**config.mk**
```make
export PLATFORM = sky130hd
export DESIGN_NAME = axil_regtest_master_flat
export DESIGN_NICKNAME = d
export VERILOG_FILES = /design/src/rtl/axil_regtest_master_if.sv /design/src/rtl/axil_regtest_master.sv /design/src/flat_wrapper.sv
export SDC_FILE = /design/constraint.sdc
export NUM_CORES = 1
export LEC_CHECK = 0
export CORE_UTILIZATION = 45
export CTS_CLUSTER_DIAMETER = 30
export DETAILED_ROUTE_END_ITERATION = 10
export GPL_ROUTABILITY_DRIVEN = 1
export HOLD_SLACK_MARGIN = 0.05
export PLACE_DENSITY_LB_ADDON = 0.08
export SETUP_SLACK_MARGIN = 0.4
export SLEW_MARGIN = 20
export SYNTH_ARGS = -nofsm -noshare
export SYNTH_HDL_FRONTEND = slang
export SYNTH_SLANG_ARGS = --single-unit
```
**constraint.sdc**
```tcl
create_clock -name ACLK -period 2.2 [get_ports ACLK]
set_input_delay 0.66 -clock ACLK [delete_from_list [all_inputs] [get_ports ACLK]]
set_output_delay 0.66 -clock ACLK [all_outputs]
set_load 0.02 [all_outputs]
```
**src/rtl/axil_regtest_master_if.sv**
```systemverilog
// rtl/axil_regtest_master_if.sv - AXI4-Lite bus bundle between the register-test master and its slave
interface axil_regtest_master_if #(
    parameter int ADDR_WIDTH = 32,
    parameter int DATA_WIDTH = 32
) ();
    // write-address channel
    logic [ADDR_WIDTH-1:0]   M_AXI_AWADDR;
    logic [2:0]              M_AXI_AWPROT;
    logic                    M_AXI_AWVALID;
    logic                    M_AXI_AWREADY;
    // write-data channel
    logic [DATA_WIDTH-1:0]   M_AXI_WDATA;
    logic [DATA_WIDTH/8-1:0] M_AXI_WSTRB;
    logic                    M_AXI_WVALID;
    logic                    M_AXI_WREADY;
    // write-response channel
    logic [1:0]              M_AXI_BRESP;
    logic                    M_AXI_BVALID;
    logic                    M_AXI_BREADY;
    // read-address channel
    logic [ADDR_WIDTH-1:0]   M_AXI_ARADDR;
    logic [2:0]              M_AXI_ARPROT;
    logic                    M_AXI_ARVALID;
    logic                    M_AXI_ARREADY;
    // read-data channel
    logic [DATA_WIDTH-1:0]   M_AXI_RDATA;
    logic [1:0]              M_AXI_RRESP;
    logic                    M_AXI_RVALID;
    logic                    M_AXI_RREADY;

    modport master (
        output M_AXI_AWADDR, M_AXI_AWPROT, M_AXI_AWVALID,
        input  M_AXI_AWREADY,
        output M_AXI_WDATA, M_AXI_WSTRB, M_AXI_WVALID,
        input  M_AXI_WREADY,
        input  M_AXI_BRESP, M_AXI_BVALID,
        output M_AXI_BREADY,
        output M_AXI_ARADDR, M_AXI_ARPROT, M_AXI_ARVALID,
        input  M_AXI_ARREADY,
        input  M_AXI_RDATA, M_AXI_RRESP, M_AXI_RVALID,
        output M_AXI_RREADY
    );

    modport slave (
        input  M_AXI_AWADDR, M_AXI_AWPROT, M_AXI_AWVALID,
        output M_AXI_AWREADY,
        input  M_AXI_WDATA, M_AXI_WSTRB, M_AXI_WVALID,
        output M_AXI_WREADY,
        output M_AXI_BRESP, M_AXI_BVALID,
        input  M_AXI_BREADY,
        input  M_AXI_ARADDR, M_AXI_ARPROT, M_AXI_ARVALID,
        output M_AXI_ARREADY,
        output M_AXI_RDATA, M_AXI_RRESP, M_AXI_RVALID,
        input  M_AXI_RREADY
    );
endinterface

```
**src/rtl/axil_regtest_master.sv**
```systemverilog
// rtl/axil_regtest_master.sv - AXI4-Lite master that writes, reads back and checks a register bank
module axil_regtest_master #(
    parameter int                    ADDR_WIDTH     = 32,
    parameter int                    DATA_WIDTH     = 32,
    parameter int                    NUM_REGS       = 4,
    parameter logic [ADDR_WIDTH-1:0] BASE_ADDR      = '0,
    parameter int                    ADDR_STRIDE    = 4,
    parameter int                    TIMEOUT_CYCLES = 1024
) (
    input  logic                  ACLK,
    input  logic                  ARESET,
    input  logic                  start,
    input  logic                  mode,
    input  logic [DATA_WIDTH-1:0] seed,
    output logic                  busy,
    output logic                  done,
    output logic                  pass,
    output logic                  timeout,
    output logic [7:0]            err_count,
    output logic [7:0]            first_err_idx,
    axil_regtest_master_if.master axi
);
    // Golden-ratio increments spread consecutive register patterns across all bits
    localparam logic [31:0] K32 = 32'h9E37_79B9;
    localparam logic [63:0] K64 = 64'h9E37_79B9_7F4A_7C15;
    localparam logic [DATA_WIDTH-1:0] K = (DATA_WIDTH == 64) ? DATA_WIDTH'(K64) : DATA_WIDTH'(K32);
    localparam logic [7:0] LAST_IDX = 8'(NUM_REGS - 1);
    localparam int TW = $clog2(TIMEOUT_CYCLES + 1);
    localparam logic [TW-1:0] TMO_LAST = TW'(TIMEOUT_CYCLES - 1);

    typedef enum logic [2:0] {
        IDLE, WR_REQ, WR_RESP, RD_REQ, RD_RESP, ADV, FIN
    } state_t;

    state_t                state, state_nx;
    logic                  aw_done, w_done;
    logic [7:0]            idx;
    logic [ADDR_WIDTH-1:0] addr_acc;
    logic [DATA_WIDTH-1:0] data_acc;
    logic [DATA_WIDTH-1:0] seed_q;
    logic                  mode_q;
    logic                  rd_pass;
    logic [TW-1:0]         tmo_cnt;
    logic                  pass_q;

    logic aw_ok, w_ok, tmo_hit, rd_bad, pass_now;
    logic rec_err, tmo_fire;

    // A channel counts as complete if it handshook earlier or handshakes this cycle
    assign aw_ok    = aw_done || (axi.M_AXI_AWVALID && axi.M_AXI_AWREADY);
    assign w_ok     = w_done  || (axi.M_AXI_WVALID  && axi.M_AXI_WREADY);
    assign tmo_hit  = (tmo_cnt == TMO_LAST);
    assign rd_bad   = (axi.M_AXI_RRESP != 2'b00) || (axi.M_AXI_RDATA != data_acc);
    assign pass_now = (err_count == 8'd0) && !timeout;

    assign axi.M_AXI_AWADDR = addr_acc;
    assign axi.M_AXI_ARADDR = addr_acc;
    assign axi.M_AXI_WDATA  = data_acc;
    assign axi.M_AXI_AWPROT = 3'b000;
    assign axi.M_AXI_ARPROT = 3'b000;
    assign axi.M_AXI_WSTRB  = '1;

    // pass is live during FIN so it is valid together with the done pulse
    assign pass = (state == FIN) ? pass_now : pass_q;

    // State register
    always_ff @(posedge ACLK) begin
        if (ARESET) begin
            state <= IDLE;
        end else begin
            state <= state_nx;
        end
    end

    // Next-state and bus handshake outputs
    always_comb begin
        state_nx          = state;
        busy              = 1'b0;
        done              = 1'b0;
        rec_err           = 1'b0;
        tmo_fire          = 1'b0;
        axi.M_AXI_AWVALID = 1'b0;
        axi.M_AXI_WVALID  = 1'b0;
        axi.M_AXI_BREADY  = 1'b0;
        axi.M_AXI_ARVALID = 1'b0;
        axi.M_AXI_RREADY  = 1'b0;
        case (state)
            IDLE: begin
                if (start) begin
                    state_nx = WR_REQ;
                end
            end
            WR_REQ: begin
                busy              = 1'b1;
                axi.M_AXI_AWVALID = !aw_done;
                axi.M_AXI_WVALID  = !w_done;
                if (aw_ok && w_ok) begin
                    state_nx = WR_RESP;
                end else if (tmo_hit) begin
                    tmo_fire = 1'b1;
                    state_nx = FIN;
                end
            end
            WR_RESP: begin
                busy             = 1'b1;
                axi.M_AXI_BREADY = 1'b1;
                if (axi.M_AXI_BVALID) begin
                    rec_err  = (axi.M_AXI_BRESP != 2'b00);
                    state_nx = mode_q ? ADV : RD_REQ;
                end else if (tmo_hit) begin
                    tmo_fire = 1'b1;
                    state_nx = FIN;
                end
            end
            RD_REQ: begin
                busy              = 1'b1;
                axi.M_AXI_ARVALID = 1'b1;
                if (axi.M_AXI_ARREADY) begin
                    state_nx = RD_RESP;
                end else if (tmo_hit) begin
                    tmo_fire = 1'b1;
                    state_nx = FIN;
                end
            end
            RD_RESP: begin
                busy             = 1'b1;
                axi.M_AXI_RREADY = 1'b1;
                if (axi.M_AXI_RVALID) begin
                    rec_err  = rd_bad;
                    state_nx = ADV;
                end else if (tmo_hit) begin
                    tmo_fire = 1'b1;
                    state_nx = FIN;
                end
            end
            ADV: begin
                busy = 1'b1;
                if (idx != LAST_IDX) begin
                    state_nx = rd_pass ? RD_REQ : WR_REQ;
                end else if (mode_q && !rd_pass) begin
                    state_nx = RD_REQ;
                end else begin
                    state_nx = FIN;
                end
            end
            FIN: begin
                done     = 1'b1;
                state_nx = IDLE;
            end
            default: begin
                state_nx = IDLE;
            end
        endcase
    end

    // Per-phase watchdog restarts whenever the state changes
    always_ff @(posedge ACLK) begin
        if (ARESET) begin
            tmo_cnt <= '0;
        end else if (state_nx != state) begin
            tmo_cnt <= '0;
        end else begin
            tmo_cnt <= tmo_cnt + 1'b1;
        end
    end

    // Run context: index, address/data accumulators and write-channel progress
    always_ff @(posedge ACLK) begin
        if (ARESET) begin
            idx      <= 8'd0;
            addr_acc <= '0;
            data_acc <= '0;
            seed_q   <= '0;
            mode_q   <= 1'b0;
            rd_pass  <= 1'b0;
            aw_done  <= 1'b0;
            w_done   <= 1'b0;
        end else begin
            case (state)
                IDLE: begin
                    if (start) begin
                        idx      <= 8'd0;
                        addr_acc <= BASE_ADDR;
                        data_acc <= seed;
                        seed_q   <= seed;
                        mode_q   <= mode;
                        rd_pass  <= 1'b0;
                        aw_done  <= 1'b0;
                        w_done   <= 1'b0;
                    end
                end
                WR_REQ: begin
                    // flags clear themselves once both channels are through
                    aw_done <= aw_ok && !w_ok;
                    w_done  <= w_ok && !aw_ok;
                end
                ADV: begin
                    if (idx != LAST_IDX) begin
                        idx      <= idx + 8'd1;
                        addr_acc <= addr_acc + ADDR_WIDTH'(ADDR_STRIDE);
                        data_acc <= data_acc + K;
                    end else if (mode_q && !rd_pass) begin
                        // bulk read pass replays the write sequence from the top
                        rd_pass  <= 1'b1;
                        idx      <= 8'd0;
                        addr_acc <= BASE_ADDR;
                        data_acc <= seed_q;
                    end
                end
                default: begin
                end
            endcase
        end
    end

    // Result tracking: error count, first failing index, timeout and latched pass
    always_ff @(posedge ACLK) begin
        if (ARESET) begin
            err_count     <= 8'd0;
            first_err_idx <= 8'hFF;
            timeout       <= 1'b0;
            pass_q        <= 1'b0;
        end else if (state == IDLE && start) begin
            err_count     <= 8'd0;
            first_err_idx <= 8'hFF;
            timeout       <= 1'b0;
            pass_q        <= 1'b0;
        end else begin
            if (rec_err) begin
                if (err_count != 8'hFF) begin
                    err_count <= err_count + 8'd1;
                end
                if (first_err_idx == 8'hFF) begin
                    first_err_idx <= idx;
                end
            end
            if (tmo_fire) begin
                timeout <= 1'b1;
            end
            if (state == FIN) begin
                pass_q <= pass_now;
            end
        end
    end
endmodule
```
**src/flat_wrapper.sv**
```systemverilog
// flat-port wrapper written by rule: the top's interface ports become plain ports
module axil_regtest_master_flat 
#(
    parameter int                    ADDR_WIDTH     = 32,
    parameter int                    DATA_WIDTH     = 32,
    parameter int                    NUM_REGS       = 4,
    parameter logic [ADDR_WIDTH-1:0] BASE_ADDR      = '0,
    parameter int                    ADDR_STRIDE    = 4,
    parameter int                    TIMEOUT_CYCLES = 1024
)
  (ACLK, ARESET, start, mode, seed, busy, done, pass, timeout, err_count, first_err_idx, axi_M_AXI_AWADDR, axi_M_AXI_AWPROT, axi_M_AXI_AWVALID, axi_M_AXI_AWREADY, axi_M_AXI_WDATA, axi_M_AXI_WSTRB, axi_M_AXI_WVALID, axi_M_AXI_WREADY, axi_M_AXI_BRESP, axi_M_AXI_BVALID, axi_M_AXI_BREADY, axi_M_AXI_ARADDR, axi_M_AXI_ARPROT, axi_M_AXI_ARVALID, axi_M_AXI_ARREADY, axi_M_AXI_RDATA, axi_M_AXI_RRESP, axi_M_AXI_RVALID, axi_M_AXI_RREADY);
  axil_regtest_master_if #(.ADDR_WIDTH(ADDR_WIDTH), .DATA_WIDTH(DATA_WIDTH)) axi_i ();
  input  logic ACLK;
  input  logic ARESET;
  input  logic start;
  input  logic mode;
  input  logic [DATA_WIDTH-1:0] seed;
  output logic busy;
  output logic done;
  output logic pass;
  output logic timeout;
  output logic [7:0] err_count;
  output logic [7:0] first_err_idx;
  output wire logic [$bits(axi_i.M_AXI_AWADDR)-1:0] axi_M_AXI_AWADDR;
  output wire logic [$bits(axi_i.M_AXI_AWPROT)-1:0] axi_M_AXI_AWPROT;
  output wire logic [$bits(axi_i.M_AXI_AWVALID)-1:0] axi_M_AXI_AWVALID;
  input wire logic [$bits(axi_i.M_AXI_AWREADY)-1:0] axi_M_AXI_AWREADY;
  output wire logic [$bits(axi_i.M_AXI_WDATA)-1:0] axi_M_AXI_WDATA;
  output wire logic [$bits(axi_i.M_AXI_WSTRB)-1:0] axi_M_AXI_WSTRB;
  output wire logic [$bits(axi_i.M_AXI_WVALID)-1:0] axi_M_AXI_WVALID;
  input wire logic [$bits(axi_i.M_AXI_WREADY)-1:0] axi_M_AXI_WREADY;
  input wire logic [$bits(axi_i.M_AXI_BRESP)-1:0] axi_M_AXI_BRESP;
  input wire logic [$bits(axi_i.M_AXI_BVALID)-1:0] axi_M_AXI_BVALID;
  output wire logic [$bits(axi_i.M_AXI_BREADY)-1:0] axi_M_AXI_BREADY;
  output wire logic [$bits(axi_i.M_AXI_ARADDR)-1:0] axi_M_AXI_ARADDR;
  output wire logic [$bits(axi_i.M_AXI_ARPROT)-1:0] axi_M_AXI_ARPROT;
  output wire logic [$bits(axi_i.M_AXI_ARVALID)-1:0] axi_M_AXI_ARVALID;
  input wire logic [$bits(axi_i.M_AXI_ARREADY)-1:0] axi_M_AXI_ARREADY;
  input wire logic [$bits(axi_i.M_AXI_RDATA)-1:0] axi_M_AXI_RDATA;
  input wire logic [$bits(axi_i.M_AXI_RRESP)-1:0] axi_M_AXI_RRESP;
  input wire logic [$bits(axi_i.M_AXI_RVALID)-1:0] axi_M_AXI_RVALID;
  output wire logic [$bits(axi_i.M_AXI_RREADY)-1:0] axi_M_AXI_RREADY;
  assign axi_M_AXI_AWADDR = axi_i.M_AXI_AWADDR;
  assign axi_M_AXI_AWPROT = axi_i.M_AXI_AWPROT;
  assign axi_M_AXI_AWVALID = axi_i.M_AXI_AWVALID;
  assign axi_i.M_AXI_AWREADY = axi_M_AXI_AWREADY;
  assign axi_M_AXI_WDATA = axi_i.M_AXI_WDATA;
  assign axi_M_AXI_WSTRB = axi_i.M_AXI_WSTRB;
  assign axi_M_AXI_WVALID = axi_i.M_AXI_WVALID;
  assign axi_i.M_AXI_WREADY = axi_M_AXI_WREADY;
  assign axi_i.M_AXI_BRESP = axi_M_AXI_BRESP;
  assign axi_i.M_AXI_BVALID = axi_M_AXI_BVALID;
  assign axi_M_AXI_BREADY = axi_i.M_AXI_BREADY;
  assign axi_M_AXI_ARADDR = axi_i.M_AXI_ARADDR;
  assign axi_M_AXI_ARPROT = axi_i.M_AXI_ARPROT;
  assign axi_M_AXI_ARVALID = axi_i.M_AXI_ARVALID;
  assign axi_i.M_AXI_ARREADY = axi_M_AXI_ARREADY;
  assign axi_i.M_AXI_RDATA = axi_M_AXI_RDATA;
  assign axi_i.M_AXI_RRESP = axi_M_AXI_RRESP;
  assign axi_i.M_AXI_RVALID = axi_M_AXI_RVALID;
  assign axi_M_AXI_RREADY = axi_i.M_AXI_RREADY;
  axil_regtest_master #(.ADDR_WIDTH(ADDR_WIDTH), .DATA_WIDTH(DATA_WIDTH), .NUM_REGS(NUM_REGS), .BASE_ADDR(BASE_ADDR), .ADDR_STRIDE(ADDR_STRIDE), .TIMEOUT_CYCLES(TIMEOUT_CYCLES)) u_core (.ACLK(ACLK), .ARESET(ARESET), .start(start), .mode(mode), .seed(seed), .busy(busy), .done(done), .pass(pass), .timeout(timeout), .err_count(err_count), .first_err_idx(first_err_idx), .axi(axi_i));
endmodule
```
==> results of run 1 <==
[worst paths after layout]
path                                                    start                                       to  cells past startpoint
worst min register to register  u_core.seed_q[3]$_SDFFE_PP0P_            u_core.seed_q[3]$_SDFFE_PP0P_                      2
worst max register to register     u_core.idx[0]$_SDFFE_PP0P_  u_core.axi.M_AXI_WDATA[27]$_SDFFE_PP0P_                      9
worst max-delay path                      axi_M_AXI_RDATA[25]         u_core.err_count[2]$_SDFFE_PP0P_                     10
worst min-delay path            u_core.seed_q[3]$_SDFFE_PP0P_            u_core.seed_q[3]$_SDFFE_PP0P_                      2
[kinds of logic (layout without fill, tap and decap cells)]
logic type,after synthesis,in the layout,synth area share [%]
AND/OR/NAND/NOR,420,422,25.7
AO/OA/AOI/OAI,270,270,21.8
flip-flops,138,138,35.5
buffers and inverters,127,503,8.57
XOR/XNOR,59,59,6.64
adder cells (fa/ha/maj),6,6,0.965
multiplexers,5,5,0.660
other,2,16,0.0966
[area by class of cell]
| class | instances | area, um^2 |
|---|---|---|
| Timing Repair Buffer | 459 | 4510 |
| Antenna cell | 2 | 5.00 |
| Multi-Input combinational cell | 776 | 6390 |
| Fill cell | 661 | 1940 |
| Sequential cell | 138 | 2930 |
| Clock buffer | 20 | 458 |
| Tap cell | 220 | 275 |
| Clock inverter | 12 | 149 |
| Inverter | 12 | 45.0 |
[worst min-delay path: stages (launching register included)]
cell and delay [ps]:
dfxtp_1 310, nand2_1 50, a21oi_1 50
[where the power goes]
| group | switching (mW) | leakage (nW) | total (mW) | internal (mW) |
|---|---|---|---|---|
| registers | 0.176 | 1.16 | 2.79 | 2.61 |
| logic | 1.43 | 4.42 | 2.72 | 1.29 |
| clock network | 1.23 | 0.287 | 3.08 | 1.84 |
[registers in the layout, indices dropped and copies added (netlist names), 3 cells and up]
name                     cells
u_core.axi.M_AXI_ARADDR     30
u_core.axi.M_AXI_WDATA      32
u_core.err_count             8
u_core.first_err_idx         8
u_core.idx                   8
u_core.seed_q               32
u_core.state                 3
u_core.tmo_cnt              11
[metal layers]
| metal | track usage (%) | vias to the layer above | part of all wire, % |
|---|---|---|---|
| met5 | 0 | - | 0 |
| met4 | 15.7 | 0 | 8.5 |
| met3 | 5.67 | 389 | 13 |
| met2 | 54.5 | 1093 | 45 |
| met1 | 42.6 | 5115 | 34 |
| li1 | - | 4397 | - |
[placed cells by master (no fill, tap or decap), drive strengths merged, types with 4 or more instances in the layout]
cell / instances
xor2: 13
a31oi: 10
a21o: 4
and2: 9
nor4: 12
a21oi: 104
clkbuf: 57
o211ai: 17
nand2: 152
or3: 16
o31ai: 5
or2: 6
mux2i: 4
o21ai: 52
and3: 20
a211oi: 21
nand4: 24
dfxtp: 138
inv: 12
a41oi: 5
buf: 306
clkinvlp: 4
nor4b: 4
conb: 14
clkdlybuf4s15: 48
xnor2: 46
clkdlybuf4s50: 39
nand3: 31
nand4b: 4
a311oi: 17
o311ai: 5
nor3: 32
dlygate4sd2: 28
nor2: 92
nand2b: 5
a22oi: 4
clkinv: 5
ha: 6
[repair_timing]
item	CTS	global route
pin swaps	120	174
setup buffers	69	49
resized for setup	607	386
gates cloned	10	9
hold buffers	0	0
setup endpoints to repair	251	213
[stage by stage]
| stage | cells | setup slack (ps) | hold slack (ps) | power (mW) |
|---|---|---|---|---|
| floorplan | 1039 | -86.8 | 432 | 3.74 |
| finish | 1639 | -231 | 459 | 8.59 |
| CTS | 1579 | 29.5 | 452 | 7.67 |
| global placement | 1468 | -492 | 439 | 4.46 |
| detailed placement | 1468 | -494 | 444 | 4.48 |
| global route | 1639 | -236 | 480 | 8.72 |
==> metrics.md, run 1 <==
| Metric | Value |
|---|---|
| Crit path launch type | input pin |
| Main flop type after synthesis | dfxtp_1 |
| Endpoint type of the worst setup path | register |
| Core Area | approximately 0.017 mm^2 |
| Relative max-transition margin | 57.7% |
| Synthesis-to-layout area growth | 89.8% |
| CP required | between 2000 and 3000 ps |
| Pwr dens | 582 mW/mm^2 |
| Fin Clk Skew | ~13 ps |
| Clk sink count | between 100 and 150 |
| Die area | between 0.015 and 0.02 mm^2 |
| Post-synth top area cell | dfxtp_1 |
| Clock Path Buffers | 2 |
| Synth top area share | roughly 36% |
| Max VDD drop | ~700 uV |
| Final WL | between 40000 and 50000 um |
| Max incr delay on CP | 450 ps |
| Most common cell in the netlist | nand2_1 |
| Endpoints failing setup | just under 50 |
| Critical-path maximum fanout | 2 |
| Max Cap Viol | 0 |
| Vias in the first global route | 8706 |
| Effective utilization at floorplan | between 40% and 50% |
| GR Util All Layers | between 30 and 40% |
| Row count | 47 |
| DRC | 0 |
| Worst-path cell chain | dlygate4sd2_1 > xnor2_2 > nand4_1 > nor4_2 > nand4b_1 > buf_6 > buf_6 > nand3_2 > xor2_1 > nor2_1 |
| Worst Path Buf+Inv | 3 |
| Final Max Tran Viols | 0 |
| Layout cells sized above 1 | ~55% |
| Synth cell count leaders | nand2_1 (150), dfxtp_1 (138), a21oi_1 (104) |
| Clock transition at the registers of the reported paths | ~60 ps |
| Largest net degree at the start of global routing | 39 |
| Final Hold Fails | 0 |
| Synth top area cells | dfxtp_1 (36%), nand2_1 (7.2%), a21oi_1 (6.7%), xnor2_1 (5.2%), nor2_1 (4.4%) |
| Arr. time, crit path | between 2000 and 3000 ps |
| CTS tree | yes |
| DIE HEIGHT | between 100 and 150 um |
| Initial antenna violation count | 2 |
| Cells after Synth | a little over 1k |
| Critical-path top delay cell | xnor2_2 |
| Number of flops mapped to enable cells by yosys | 0 |
| Period minus WS final | 2430 ps |
| Register-to-register setup slack | -190 ps |
| Final #Nets | approximately 1.5k |
| Family with the most delay on the worst path | simple AND/OR/NAND/NOR gates |
| Syn Std Cell Area | just under 0.008 mm^2 |
| 1st-pass router iterations | 7 |
| Cell variety after synth | 72 |
| Critical path type | in -> reg |
| Design area | around 0.015 mm^2 |
| Detail Route Antenna Nets | 0 |
| Grt total ovfl | 0 |
| Die width | ~130 um |
| Hold Crit Class | reg -> reg |
| Yosys reg bits | roughly 140 |
| Routability congestion estimate | about 0.88 |
| Io pins | about 210 |
| Vias per inst | approximately 6.7 |
| First-pass GRT wire length | 46400 um |
| Status | finished with violations |
| Final period utilization | 111% |
| Sequential share of the synthesized area | a little over a third |
| Drt first-iter violations | around 1.4k |
| Cell Area, Placed | 0.0110 mm^2 |
| YS warnings | 0 |
| Max Fclk | just over 400 MHz |
| CTS H-tree depth | 4 |
| Final core occ | roughly nine tenths |
| Root Buffer | clkbuf_16 |
| Clk_lat worst skew | 450 ps |
| Leakage power | 5.87 nW |
| Mean post-synth cell area | between 7 and 8 um^2 |
| FFs w/ async S/R, synth | 0% |
| Failing checks | setup timing |
| Port Buffers | approximately 190 |
| Setup TNS Final | -3040 ps |
| Unrepaired setup endpoints after global routing | true |
| Most common cell type on the critical path | buf_6 |
| CTS buffer count | 17 |
| Wire length per cell | about 26 um |
| Post-DP HPWL | ~19000 um |
| Via count | between 10k and 15k |
| Worst-Margin Slew | around 630 ps |
| Fin worst setup slack | -231 ps |
(Power assumes the default switching activity.)
==> inputs of run 2 (changes only) <==
--- a/config.mk
+++ b/config.mk
@@ -11,6 +11,7 @@
 export GPL_ROUTABILITY_DRIVEN = 1
 export HOLD_SLACK_MARGIN = 0.05
 export PLACE_DENSITY_LB_ADDON = 0.08
+export RECOVER_POWER = 25
 export SETUP_SLACK_MARGIN = 0.4
 export SLEW_MARGIN = 20
 export SYNTH_ARGS = -nofsm -noshare
==> run 2 against run 1 <==
  * The flow still finishes with violations (setup timing)
  * Fmax up 2.2%
  * Via count about the same
  * Non-clock buffer count unchanged
  * Die area unchanged
  * Total power up 0.15%
  * Largest cell class unchanged
  * Largest power group unchanged
==> metrics.md, run 2 (synthesized netlist as in run 1, its figures left out) <==
| Metric | Value |
|---|---|
| Status | finished with violations (unchanged) |
| Failing checks | setup timing (unchanged) |
| DIE HEIGHT | 133 um (unchanged) |
| Place WS | -494 ps (unchanged) |
| Synthesis-to-layout area growth | 89.4% (was 89.8%) |
| Grt total ovfl | 0 (unchanged) |
| Commonest non-fill, non-tap cell in the layout | buf_4 (unchanged) |
| Post-DP HPWL | 18500 um (unchanged) |
| Drt first-iter violations | 1466 (was 1427) |
| Fin Clk Skew | 14.0 ps (was 13.5 ps) |
| FF/Latch Area | 0.00293 mm^2 (about the same) |
| Initial antenna violation count | 2 (unchanged) |
| Family with the most delay on the worst path | simple AND/OR/NAND/NOR gates (unchanged) |
| Period minus WS final | 2380 ps (was 2430 ps) |
| Core Area | 0.0167 mm^2 (unchanged) |
| Critical path type | in -> reg (unchanged) |
| Worst Path Buf+Inv | 3 (unchanged) |
| Design area | 0.0147 mm^2 (was 0.0148 mm^2) |
| Effective utilization at floorplan | 46.6% (unchanged) |
| Pwr dens | 584 mW/mm^2 (was 582 mW/mm^2) |
| Final #Nets | 1487 (unchanged) |
| Register-to-register setup slack | -170 ps (was -190 ps) |
| DRC | 0 (unchanged) |
| Clock transition at the registers of the reported paths | 60 ps (about the same) |
| Fin cells | 1639 (unchanged) |
| Commonest cells after routing, fill and taps aside | buf_4 (171), nand2_1 (108), dfxtp_1 (73) (was buf_4 (171), nand2_1 (108), buf_6 (72), dfxtp_1 (72), nor2_1 (61)) |
| Final Hold Fails | 0 (unchanged) |
| Die area | 0.0178 mm^2 (unchanged) |
| Max incr delay on CP | 460 ps (was 450 ps) |
| Clock Path Buffers | 2 (unchanged) |
| Largest net degree at the start of global routing | 39 (unchanged) |
| CP required | 2530 ps (about the same) |
| Cell Area, Placed | 0.0110 mm^2 (unchanged) |
| CTS buffer count | 17 (unchanged) |
| 1st-pass router iterations | 8 (was 7) |
| Layout cells sized above 1 | 53.6% (was 55.0%) |
| Unrepaired setup endpoints after global routing | true (unchanged) |
| Layout fillers | 662 (was 661) |
| Wire length per cell | 26.0 um (was 25.9 um) |
| Detail Route Antenna Nets | 0 (unchanged) |
| Io pins | 208 (unchanged) |
| Clk sink count | 138 (unchanged) |
| Setup TNS Final | -2310 ps (was -3040 ps) |
| Via count | 11.0k (about the same) |
| Hold Crit Class | reg -> reg (unchanged) |
| Hold-fix buffers, CTS | 0 (unchanged) |
| Relative max-transition margin | 55.1% (was 57.7%) |
| Worst-path cell chain | dlygate4sd2_1 > xnor2_2 > nand4_1 > nor4_2 > nand4b_1 > buf_6 > buf_6 > nand3_2 > xor2_1 > nor2_1 (unchanged) |
| Multi-input gate area | 0.00639 mm^2 (unchanged) |
| Row count | 47 (unchanged) |
| Crit path launch type | input pin (unchanged) |
| Root Buffer | clkbuf_16 (unchanged) |
| Critical-path top delay cell | xnor2_2 (unchanged) |
| Clk_lat worst skew | 450 ps (about the same) |
| Total power draw | 8.60 mW (was 8.59 mW) |
| Worst-Margin Slew | 671 ps (was 632 ps) |
| Max Cap Viol | 0 (unchanged) |
| Max VDD drop | 693 uV (was 696 uV) |
| Vias in the first global route | 8706 (unchanged) |
| Final Max Tran Viols | 0 (unchanged) |
| Arr. time, crit path | 2710 ps (was 2770 ps) |
| GR Util All Layers | 33.3% (unchanged) |
| Leakage power | 5.81 nW (was 5.87 nW) |
| Endpoint type of the worst setup path | register (unchanged) |
| Routability congestion estimate | 0.885 (unchanged) |
| Vias per inst | 6.71 (about the same) |
| Endpoints failing setup | 46 (was 49) |
| Final core occ | 88.2% (was 88.4%) |
| CTS H-tree depth | 4 (unchanged) |
| Hold WS | 457 ps (was 459 ps) |
| Dpl cells | 1468 (unchanged) |
| First-pass GRT wire length | 46400 um (unchanged) |
| Port Buffers | 193 (unchanged) |
| CTS tree | yes (unchanged) |
| Die width | 133 um (unchanged) |
| Most common cell type on the critical path | buf_6 (unchanged) |
| Final period utilization | 108% (was 111%) |
| Max Fclk | 421 MHz (was 411 MHz) |
| Fin worst setup slack | -178 ps (was -231 ps) |
| Final WL | 42600 um (was 42500 um) |
| Critical-path maximum fanout | 2 (unchanged) |
[run 2: cell count changes in the layout (fill, tap and decap cells not counted), sizes merged]
cell / change
buf: -2
clkbuf: +2
[run 2: area by class of cell]
class                           instances  share of cell area (%)
Sequential cell                       138                    19.9
Clock inverter                         12                    1.01
Clock buffer                           20                    3.11
Tap cell                              220                    1.87
Timing Repair Buffer                  459                    30.4
Multi-Input combinational cell        776                    43.4
Inverter                               12                   0.306
Antenna cell                            2                  0.0340
[run 2: what timing repair did]
item	4_1_cts	5_1_grt
gates resized for setup	607	386
gates cloned	10	9
pin swaps	120	174
setup buffers	69	49
hold endpoints to repair	0	0
setup endpoints to repair	251	213
[run 2: routing by layer]
metal	GRT usage, %	part of all wire (%)	vias to the layer above
met2	54.5	44	1101
met3	5.67	13	376
li1	-	-	4390
met4	15.7	8.5	0
met5	0	0	-
met1	42.6	34	5126
[run 2: path summary, 6_finish.rpt]
kind / start / to / depth (start not counted)
max: axi_M_AXI_RDATA[25] / u_core.err_count[2]$_SDFFE_PP0P_ / 10
min: u_core.seed_q[3]$_SDFFE_PP0P_ / u_core.seed_q[3]$_SDFFE_PP0P_ / 2
max reg2reg: u_core.idx[0]$_SDFFE_PP0P_ / u_core.axi.M_AXI_WDATA[27]$_SDFFE_PP0P_ / 9
min reg2reg: u_core.seed_q[3]$_SDFFE_PP0P_ / u_core.seed_q[3]$_SDFFE_PP0P_ / 2
[run 2: tightest hold or removal path, stage by stage, from the launching register on]
cell	delay (ps)
dfxtp_1	310
nand2_1	50
a21oi_1	50
[run 2: power by group]
part | switching, mW | internal, mW | total (mW)
Sequential | 0.178 | 2.61 | 2.79
Clock | 1.24 | 1.84 | 3.08
Combinational | 1.44 | 1.29 | 2.73
Total | 2.85 | 5.74 | 8.60
